## config.mk

```make
export PLATFORM = sky130hd
export DESIGN_NAME = mem_arbiter_flat
export DESIGN_NICKNAME = d
export VERILOG_FILES = /design/src/rtl/mem_arbiter_if.sv /design/src/rtl/mem_arbiter.sv /design/src/flat_wrapper.sv
export SDC_FILE = /design/constraint.sdc
export NUM_CORES = 1
export LEC_CHECK = 0
export ABC_AREA = 1
export BUFFER_PORTS_ARGS = -buffer_cell sky130_fd_sc_hd__buf_2
export CAP_MARGIN = 10
export CELL_PAD_IN_SITES_DETAIL_PLACEMENT = 1
export CELL_PAD_IN_SITES_GLOBAL_PLACEMENT = 1
export CORE_MARGIN = 8
export CORE_UTILIZATION = 15
export CTS_CLUSTER_DIAMETER = 200
export CTS_CLUSTER_SIZE = 28
export DETAILED_ROUTE_END_ITERATION = 8
export GPL_TIMING_DRIVEN = 0
export PLACE_DENSITY_LB_ADDON = 0.1
export SLEW_MARGIN = 10
export SYNTH_ARGS = -nofsm -noshare
export SYNTH_HDL_FRONTEND = slang
export SYNTH_SLANG_ARGS = --single-unit
```

## constraint.sdc

```tcl
create_clock -name clk -period 1.82 [get_ports clk]
set_clock_uncertainty 0.15 [all_clocks]
set_input_delay 0.091 -clock clk [delete_from_list [all_inputs] [get_ports clk]]
set_output_delay 0.091 -clock clk [all_outputs]
set_load 0.005 [all_outputs]
```

## src/rtl/mem_arbiter_if.sv

```systemverilog
// Bundles the fetch port, the load/store port and the memory-side bus of the
// shared-memory arbiter. The slave modport is the arbiter; master is its environment.
interface mem_arbiter_if #(
  parameter int ADDR_WIDTH = 32,
  parameter int DATA_WIDTH = 32
);
  logic                  if_req;
  logic [ADDR_WIDTH-1:0] if_addr;
  logic                  if_gnt;
  logic                  if_rvalid;
  logic [DATA_WIDTH-1:0] if_rdata;

  logic                  d_req;
  logic                  d_we;
  logic [ADDR_WIDTH-1:0] d_addr;
  logic [DATA_WIDTH-1:0] d_wdata;
  logic                  d_gnt;
  logic                  d_rvalid;
  logic [DATA_WIDTH-1:0] d_rdata;

  logic                  mem_en;
  logic                  mem_we;
  logic [ADDR_WIDTH-1:0] mem_addr;
  logic [DATA_WIDTH-1:0] mem_wdata;
  logic [DATA_WIDTH-1:0] mem_rdata;

  logic                  busy;

  modport slave (
    input  if_req, if_addr, d_req, d_we, d_addr, d_wdata, mem_rdata,
    output if_gnt, if_rvalid, if_rdata, d_gnt, d_rvalid, d_rdata,
           mem_en, mem_we, mem_addr, mem_wdata, busy
  );

  modport master (
    output if_req, if_addr, d_req, d_we, d_addr, d_wdata, mem_rdata,
    input  if_gnt, if_rvalid, if_rdata, d_gnt, d_rvalid, d_rdata,
           mem_en, mem_we, mem_addr, mem_wdata, busy
  );
endinterface

```

## src/rtl/mem_arbiter.sv

```systemverilog
// Arbitrates a single-ported instruction/data memory between fetch and load/store,
// one fixed-latency access at a time, with a starvation guard for fetch.
module mem_arbiter #(
  parameter int ADDR_WIDTH   = 32,
  parameter int DATA_WIDTH   = 32,
  parameter int MEM_LATENCY  = 2,
  parameter int STARVE_LIMIT = 4
) (
  input logic         clk,
  input logic         reset,
  mem_arbiter_if.slave bus
);
  typedef enum logic {S_IDLE, S_WAIT} state_e;
  typedef enum logic {OWN_IF, OWN_D} owner_e;

  localparam logic [3:0] LAT_MAX    = 4'(MEM_LATENCY);
  localparam logic [3:0] STARVE_MAX = 4'(STARVE_LIMIT);

  state_e                state_q, state_d;
  owner_e                owner_q, owner_d;
  logic                  store_q, store_d;
  logic [3:0]            lat_q, lat_d;
  logic [3:0]            starve_q, starve_d;
  logic                  fetch_wins;
  logic [ADDR_WIDTH-1:0] addr_sel;
  logic [DATA_WIDTH-1:0] rdata_sel;

  // NOTE: every output and next-state value gets a default first so no path leaves one unassigned (no latches).
  always_comb begin
    state_d  = state_q;
    owner_d  = owner_q;
    store_d  = store_q;
    lat_d    = lat_q;
    starve_d = starve_q;

    fetch_wins = bus.if_req && (!bus.d_req || starve_q == STARVE_MAX);
    addr_sel   = fetch_wins ? bus.if_addr : bus.d_addr;
    rdata_sel  = store_q ? '0 : bus.mem_rdata;

    bus.if_gnt    = 1'b0;
    bus.d_gnt     = 1'b0;
    bus.if_rvalid = 1'b0;
    bus.d_rvalid  = 1'b0;
    bus.if_rdata  = '0;
    bus.d_rdata   = '0;
    bus.mem_en    = 1'b0;
    bus.mem_we    = 1'b0;
    bus.mem_addr  = '0;
    bus.mem_wdata = '0;
    bus.busy      = 1'b0;

    case (state_q)
      S_IDLE: begin
        // Issue strobes are combinational, so they are held off while reset is asserted.
        if (reset && (bus.if_req || bus.d_req)) begin
          bus.mem_en   = 1'b1;
          bus.mem_addr = addr_sel;
          state_d      = S_WAIT;
          lat_d        = 4'd1;
          if (fetch_wins) begin
            bus.if_gnt = 1'b1;
            owner_d    = OWN_IF;
            store_d    = 1'b0;
            starve_d   = '0;
          end else begin
            bus.d_gnt     = 1'b1;
            bus.mem_we    = bus.d_we;
            bus.mem_wdata = bus.d_wdata;
            owner_d       = OWN_D;
            store_d       = bus.d_we;
            if (bus.if_req && starve_q != STARVE_MAX) starve_d = starve_q + 4'd1;
          end
        end
      end
      S_WAIT: begin
        bus.busy = 1'b1;
        if (lat_q == LAT_MAX) begin
          state_d = S_IDLE;
          lat_d   = '0;
          if (owner_q == OWN_IF) begin
            bus.if_rvalid = 1'b1;
            bus.if_rdata  = rdata_sel;
          end else begin
            bus.d_rvalid = 1'b1;
            bus.d_rdata  = rdata_sel;
          end
        end else begin
          lat_d = lat_q + 4'd1;
        end
      end
    endcase
  end

  // NOTE: sequential state uses non-blocking assignments so all flops update together at the edge.
  always_ff @(posedge clk or negedge reset) begin
    if (!reset) begin
      state_q  <= S_IDLE;
      owner_q  <= OWN_IF;
      store_q  <= 1'b0;
      lat_q    <= '0;
      starve_q <= '0;
    end else begin
      state_q  <= state_d;
      owner_q  <= owner_d;
      store_q  <= store_d;
      lat_q    <= lat_d;
      starve_q <= starve_d;
    end
  end
endmodule

```

## src/flat_wrapper.sv

```systemverilog
// flat-port wrapper written by rule: the top's interface ports become plain ports
module mem_arbiter_flat 
#(
  parameter int ADDR_WIDTH   = 32,
  parameter int DATA_WIDTH   = 32,
  parameter int MEM_LATENCY  = 2,
  parameter int STARVE_LIMIT = 4
)
  (clk, reset, bus_if_req, bus_if_addr, bus_d_req, bus_d_we, bus_d_addr, bus_d_wdata, bus_mem_rdata, bus_if_gnt, bus_if_rvalid, bus_if_rdata, bus_d_gnt, bus_d_rvalid, bus_d_rdata, bus_mem_en, bus_mem_we, bus_mem_addr, bus_mem_wdata, bus_busy);
  mem_arbiter_if #(.ADDR_WIDTH(ADDR_WIDTH), .DATA_WIDTH(DATA_WIDTH)) bus_i ();
  input logic clk;
  input logic reset;
  input wire logic [$bits(bus_i.if_req)-1:0] bus_if_req;
  input wire logic [$bits(bus_i.if_addr)-1:0] bus_if_addr;
  input wire logic [$bits(bus_i.d_req)-1:0] bus_d_req;
  input wire logic [$bits(bus_i.d_we)-1:0] bus_d_we;
  input wire logic [$bits(bus_i.d_addr)-1:0] bus_d_addr;
  input wire logic [$bits(bus_i.d_wdata)-1:0] bus_d_wdata;
  input wire logic [$bits(bus_i.mem_rdata)-1:0] bus_mem_rdata;
  output wire logic [$bits(bus_i.if_gnt)-1:0] bus_if_gnt;
  output wire logic [$bits(bus_i.if_rvalid)-1:0] bus_if_rvalid;
  output wire logic [$bits(bus_i.if_rdata)-1:0] bus_if_rdata;
  output wire logic [$bits(bus_i.d_gnt)-1:0] bus_d_gnt;
  output wire logic [$bits(bus_i.d_rvalid)-1:0] bus_d_rvalid;
  output wire logic [$bits(bus_i.d_rdata)-1:0] bus_d_rdata;
  output wire logic [$bits(bus_i.mem_en)-1:0] bus_mem_en;
  output wire logic [$bits(bus_i.mem_we)-1:0] bus_mem_we;
  output wire logic [$bits(bus_i.mem_addr)-1:0] bus_mem_addr;
  output wire logic [$bits(bus_i.mem_wdata)-1:0] bus_mem_wdata;
  output wire logic [$bits(bus_i.busy)-1:0] bus_busy;
  assign bus_i.if_req = bus_if_req;
  assign bus_i.if_addr = bus_if_addr;
  assign bus_i.d_req = bus_d_req;
  assign bus_i.d_we = bus_d_we;
  assign bus_i.d_addr = bus_d_addr;
  assign bus_i.d_wdata = bus_d_wdata;
  assign bus_i.mem_rdata = bus_mem_rdata;
  assign bus_if_gnt = bus_i.if_gnt;
  assign bus_if_rvalid = bus_i.if_rvalid;
  assign bus_if_rdata = bus_i.if_rdata;
  assign bus_d_gnt = bus_i.d_gnt;
  assign bus_d_rvalid = bus_i.d_rvalid;
  assign bus_d_rdata = bus_i.d_rdata;
  assign bus_mem_en = bus_i.mem_en;
  assign bus_mem_we = bus_i.mem_we;
  assign bus_mem_addr = bus_i.mem_addr;
  assign bus_mem_wdata = bus_i.mem_wdata;
  assign bus_busy = bus_i.busy;
  mem_arbiter #(.ADDR_WIDTH(ADDR_WIDTH), .DATA_WIDTH(DATA_WIDTH), .MEM_LATENCY(MEM_LATENCY), .STARVE_LIMIT(STARVE_LIMIT)) u_core (.clk(clk), .reset(reset), .bus(bus_i));
endmodule
```

==> reports/results.txt, run 1 <==
crit share post-route: 1.042
Worst Path Max Fanout: 8
cts bufs inserted: 3
violated checks: hold timing, setup timing
Fillers: 1537
Ys Warns: 0
largest net degree at the start of global routing: 12
placed cells: 771
nets: 802
crit-path cells: inv_2 > ha_4 > nand3_4 > a21oi_4 > buf_12 > clkbuf_16 > nand2_2 > nand2_1 > buf_2
vias per inst: 4.203
fmax: 527.1 MHz
final setup violation count: 59
# Max-Cap Violations: 0
final hold slack: -38.67 ps
vias in the first global route: 3465
first-pass GRT wire length: 18170 um
Total GRT Usage: 0.1472
final WL: 13040 um
die area: 15340 um^2
CP Capture Type: output pin
CTS max path bufs: 2
min cycle time layout: 1897 ps
drt drc: 0
GPL Wtd Cong: 0.7800
Setup TNS: -1284 ps
PD cells: 739.2 nW/um^2
worst-margin pin slew: 525.4 ps
hold crit path type: in2reg
Initial Util: 0.1535
H-tree Lvls: 1
RSZ-0062 raised after global routing: true
final hold violations: 1
final std cells w/o fill: 808
Synth Cell Area: 1745 um^2
post-route ant nets: 0
VDD IR max: 362.0 uV
Overall Power: 3.333 mW
CP Class: reg2out
Critical Path Max Stage Delay: 380 ps
site row count: 39
Die Height: 123.9 um
cells after synthesis: 361
core area: 11370 um^2
syn avg cell area: 4.835 um^2
die outline width: 123.9 um
dpl hpwl: 10530 um
crit start category: flip-flop
Worst-Skew Late Latency: 240 ps
CTS tree: yes
Worst slew margin: 0.6486
P&R area growth vs syn: 158.4%
# IOs: 268
port bufs: 267
DR vias: 3396
crit path DAT: 1660 ps
worst setup margin: -77.07 ps
post-synthesis sequential area ratio: 0.1577
#FFs+latches synth: 11
Cell variety after synth: 17
Final Max Tran Viols: 0
outcome: finished, violations left
layout cell share with drive strength beyond 1: 0.6717
CTS Root Cell: clkbuf_16
clock sink total: 11
DR WL/cell: 16.14 um
leakage: 2.797 nW
Syn Nets: 498
CP top delay family: buffers and inverters
1st-iter DRT viols: 66
drt pass-1 iters: 4
antenna violations before repair: 0
post-place setup slack: -272.5 ps
Req. time, crit path: 1580 ps
CP max-delay cell: dfrtp_1
total global routing overflow: 0
Buf/Inv on CP: 4
Reg clk slew, reported paths: 40 ps
## worst register-to-register path, delay by kind of cell, from the launching register on
| family | cells | cell delay (ps) |
|---|---|---|
| buffers and inverters | 2 | 230 |
| and+or+nand+nor | 5 | 400 |
| adders and majority gates | 1 | 140 |
| DFF | 1 | 380 |
## timing repair
item	4_1_cts	5_1_grt
gates resized for setup	71	184
hold buffers	1	0
pin swaps	17	30
endpoints found under the setup margin	128	129
hold endpoints to repair	11	0
buffers inserted	16	6
cloned	4	5
## power by group
part / internal [mW] / switching, mW / leakage, nW
combinational: 1.13 / 1.34 / 2.62
clock: 0.294 / 0.106 / 0.0382
sequential: 0.350 / 0.107 / 0.138
## layout by cell type (no fill, tap or decap), types with 2 or more instances in the layout
cell / count
buf_12: 2
buf_2: 250
buf_4: 20
buf_6: 29
buf_8: 11
clkbuf_16: 6
clkbuf_2: 2
clkbuf_8: 2
dfrtp_1: 10
ha_1: 2
ha_4: 2
inv_1: 41
inv_2: 4
inv_4: 3
nand2_1: 79
nand2_2: 32
nand2_4: 10
nand2_8: 2
nand3_1: 36
nand3_4: 3
nor2_1: 43
nor2_2: 39
nor2_4: 23
nor3_4: 3
o21ai_0: 3
## final timing paths
path,start,endpoint,slack (ps),depth (start not counted)
max reg2reg,u_core.starve_q[0],u_core.starve_q[2],390,8
min in group asynchronous,reset,u_core.starve_q[2],290,2
min,bus_d_we,u_core.store_q,-40,3
max,u_core.starve_q[0],bus_mem_addr[9],-80,9
max in group asynchronous,reset,u_core.state_q,850,2
min reg2reg,u_core.store_q,u_core.store_q,370,2
## flip-flops by register name, summed over array words and instances, names as in the netlist
signal and cells:
u_core.lat_q 4, u_core.starve_q 4, u_core.owner_q 1, u_core.state_q 1
u_core.store_q 1
## kinds of logic (layout without fill, tap and decap cells)
logic type / after synthesis / count (layout) / synth area share
and+or+nand+nor: 271 / 271 / 0.6301
buffers and inverters: 69 / 372 / 0.1599
DFF: 11 / 11 / 0.1577
adders and majority gates: 4 / 4 / 0.02867
AOI/OAI and AO/OA: 4 / 4 / 0.01362
xor gates and xnor gates: 2 / 2 / 0.01004
other: 0 / 1 / 0
## synth_stat cells
library cell / number / area share
dfrtp_1: 11 / 0.16
xor2_1: 1 / 0.0050
nand2_1: 122 / 0.26
nor3_4: 1 / 0.0093
nand2_2: 1 / 0.0036
nand3_1: 39 / 0.11
o21ai_0: 3 / 0.0086
xnor2_1: 1 / 0.0050
nor2_1: 105 / 0.23
inv_2: 2 / 0.0043
inv_1: 46 / 0.099
nand3_2: 1 / 0.0057
nor3_2: 2 / 0.011
ha_1: 4 / 0.029
buf_2: 16 / 0.046
clkbuf_1: 5 / 0.011
a21oi_2: 1 / 0.0050
## per-stage QoR
step           hold slack [ps]  area (um^2)  utilization
2_1_floorplan           -354.6         1745            -
3_3_place_gp            -147.5         3261       0.2868
3_5_place_dp            -152.7         3261       0.2868
4_1_cts                  4.220         3735       0.3285
5_1_grt                 -6.586         4507       0.3964
6_report                -38.67         4509       0.3966
## cell type report
class / count / area, um^2 / area share
clock buffers: 4 / 78.83 / 0.01748
repair buffers: 299 / 1809 / 0.4012
multi-input cells: 281 / 1729 / 0.3835
diodes: 1 / 2.502 / 0.0005549
plain buffers: 21 / 246.5 / 0.05466
well taps: 143 / 178.9 / 0.03968
inverters: 48 / 187.7 / 0.04162
flip-flops and latches: 11 / 276.5 / 0.06132
## per-layer routing
layer / share of wire / track usage / vias up
li1: - / - / 1678
met1: 0.35 / 0.1605 / 1543
met2: 0.53 / 0.2743 / 165
met3: 0.11 / 0.04488 / 10
met4: 0.012 / 0.02859 / 0
met5: 0 / 0 / -
Power figures use the tool's default switching activity.
==> run 2, diff against run 1 <==
--- a/config.mk
+++ b/config.mk
@@ -10,6 +10,7 @@
 export CAP_MARGIN = 10
 export CELL_PAD_IN_SITES_DETAIL_PLACEMENT = 1
 export CELL_PAD_IN_SITES_GLOBAL_PLACEMENT = 1
+export CORE_ASPECT_RATIO = 1.2
 export CORE_MARGIN = 8
 export CORE_UTILIZATION = 15
 export CTS_CLUSTER_DIAMETER = 200
@@ -17,6 +18,7 @@
 export DETAILED_ROUTE_END_ITERATION = 8
 export GPL_TIMING_DRIVEN = 0
 export PLACE_DENSITY_LB_ADDON = 0.1
+export SKIP_CTS_REPAIR_TIMING = 1
 export SLEW_MARGIN = 10
 export SYNTH_ARGS = -nofsm -noshare
 export SYNTH_HDL_FRONTEND = slang
==> reports/results.txt, run 2 (synthesis gave the netlist of run 1 again) <==
crit start category: flip-flop
layout cell share with drive strength beyond 1: 0.6393
placed cells: 785
most frequent cells in the layout: 248 x buf_2, 82 x nand2_1, 58 x nor2_1
VDD IR max: 345.0 uV
clock sink total: 11
violated checks: hold timing, setup timing
worst setup margin: -112.2 ps
crit-path cells: inv_2 > ha_4 > nand3_4 > nand2_4 > nand2_8 > nand2_8 > clkbuf_16 > nor2_1 > buf_2
Switching Fraction: 0.4677
CP Class: reg2out
Worst slew margin: 0.6409
PD cells: 740.9 nW/um^2
Flop pwr share: 0.144
Reg clk slew, reported paths: 40 ps
final WL: 14060 um
CTS max path bufs: 2
crit share post-route: 1.062
# Max-Cap Violations: 0
final hold violations: 1
CP Capture Type: output pin
min cycle time layout: 1932 ps
final std cell area, no fill: 4377 um^2
placed instance area: 3278 um^2
P&R area growth vs syn: 150.8%
first-pass GRT wire length: 18840 um
1st-iter DRT viols: 106
CTS tree: yes
Total GRT Usage: 0.1538
Worst Path Max Fanout: 6
worst-margin pin slew: 536.9 ps
DR vias: 3365
core area: 11460 um^2
Worst-Skew Late Latency: 240 ps
CP most frequent cell: nand2_8
dpl hpwl: 11380 um
Top Registers: u_core.lat_q x4, u_core.starve_q x4
vias in the first global route: 3346
antenna violations before repair: 0
drt pass-1 iters: 4
die outline width: 114.5 um
final hold slack: -12.82 ps
port bufs: 267
CP max-delay cell: dfrtp_1
post-route ant nets: 0
H-tree Lvls: 1
hold crit path type: in2reg
DR WL/cell: 17.28 um
drt drc: 0
Final Max Tran Viols: 0
final std cells w/o fill: 814
fmax: 517.5 MHz
Critical Path Max Stage Delay: 380 ps
nets: 795
final setup violation count: 107
Die Height: 134.2 um
site row count: 43
GPL Wtd Cong: 0.8358
clock share of power: 0.125
Initial Util: 0.1523
CTS Root Cell: clkbuf_16
outcome: finished, violations left
crit path DAT: 1690 ps
vias per inst: 4.134
n_diodes: 0
most common cell after layout, fill and taps aside: buf_2
P_int: 1.726 mW
total global routing overflow: 0
leakage: 2.765 nW
Req. time, crit path: 1580 ps
die area: 15360 um^2
RSZ-0062 raised after global routing: true
switching power: 1.517 mW
# IOs: 268
Overall Power: 3.243 mW
power share of the combinational group: 0.732
largest net degree at the start of global routing: 14
cts bufs inserted: 3
Setup TNS: -4927 ps
==> run 2: changes by cell type in the layout (fill, tap and decap cells not counted), sizes merged <==
cell | before | now
nand2 | 123 | 125
diode | 1 | 0
buf | 312 | 303
==> run 2: critical path: cells and delay by family (launching register included) <==
family / cells / cell delay (ps)
AND/OR/NAND/NOR: 5 / 520
buffers and inverters: 3 / 360
adder cells (fa/ha/maj): 1 / 160
flip-flops: 1 / 380
==> run 2: area by class of cell <==
class / count / area, um^2
sequential: 11 / 276.5
timing repair buffer: 290 / 1760
tap: 157 / 196.4
fill: 1559 / 7083
inverter: 48 / 185.2
clock buffer: 4 / 78.83
multi-input combinational: 283 / 1639
buffer: 21 / 240.2
==> run 2: through the flow <==
step | setup slack [ps] | util
5_1_grt | -170.0 | 0.3819
2_1_floorplan | 221.4 | -
6_report | -112.2 | 0.3819
4_1_cts | -495.7 | 0.2929
3_5_place_dp | -233.7 | 0.2861
3_3_place_gp | -269.6 | 0.2861
==> run 2: routing by layer <==
metal | GRT usage | routed length, um | share of wire | up-vias
met3 | 0.05441 | 1406 | 0.10 | 7
met2 | 0.2975 | 7728 | 0.55 | 171
met4 | 0.02001 | 156 | 0.011 | 0
met1 | 0.1554 | 4771 | 0.34 | 1516
met5 | 0 | 0 | 0 | -
li1 | - | - | - | 1671
==> run 2: final timing paths <==
| check | start | endpoint | slack, ps | cells after the start |
|---|---|---|---|---|
| max | u_core.starve_q[1] | bus_mem_wdata[26] | -110 | 9 |
| max in group asynchronous | reset | u_core.state_q | 850 | 2 |
| min in group asynchronous | reset | u_core.starve_q[3] | 280 | 2 |
| min reg2reg | u_core.store_q | u_core.store_q | 360 | 2 |
| max reg2reg | u_core.starve_q[0] | u_core.starve_q[0] | 340 | 8 |
| min | bus_d_we | u_core.store_q | -10 | 3 |
==> run 2: power by group through the flow <==
stage | combinational, mW | sequential (mW) | clock (mW)
3_5_place_dp | 1.57 | 0.456 | 0
2_1_floorplan | 0.859 | 0.431 | 0
6_report | 2.37 | 0.466 | 0.404
3_3_place_gp | 1.54 | 0.451 | 0
4_1_cts | 1.58 | 0.453 | 0.405
5_1_grt | 2.61 | 0.482 | 0.426
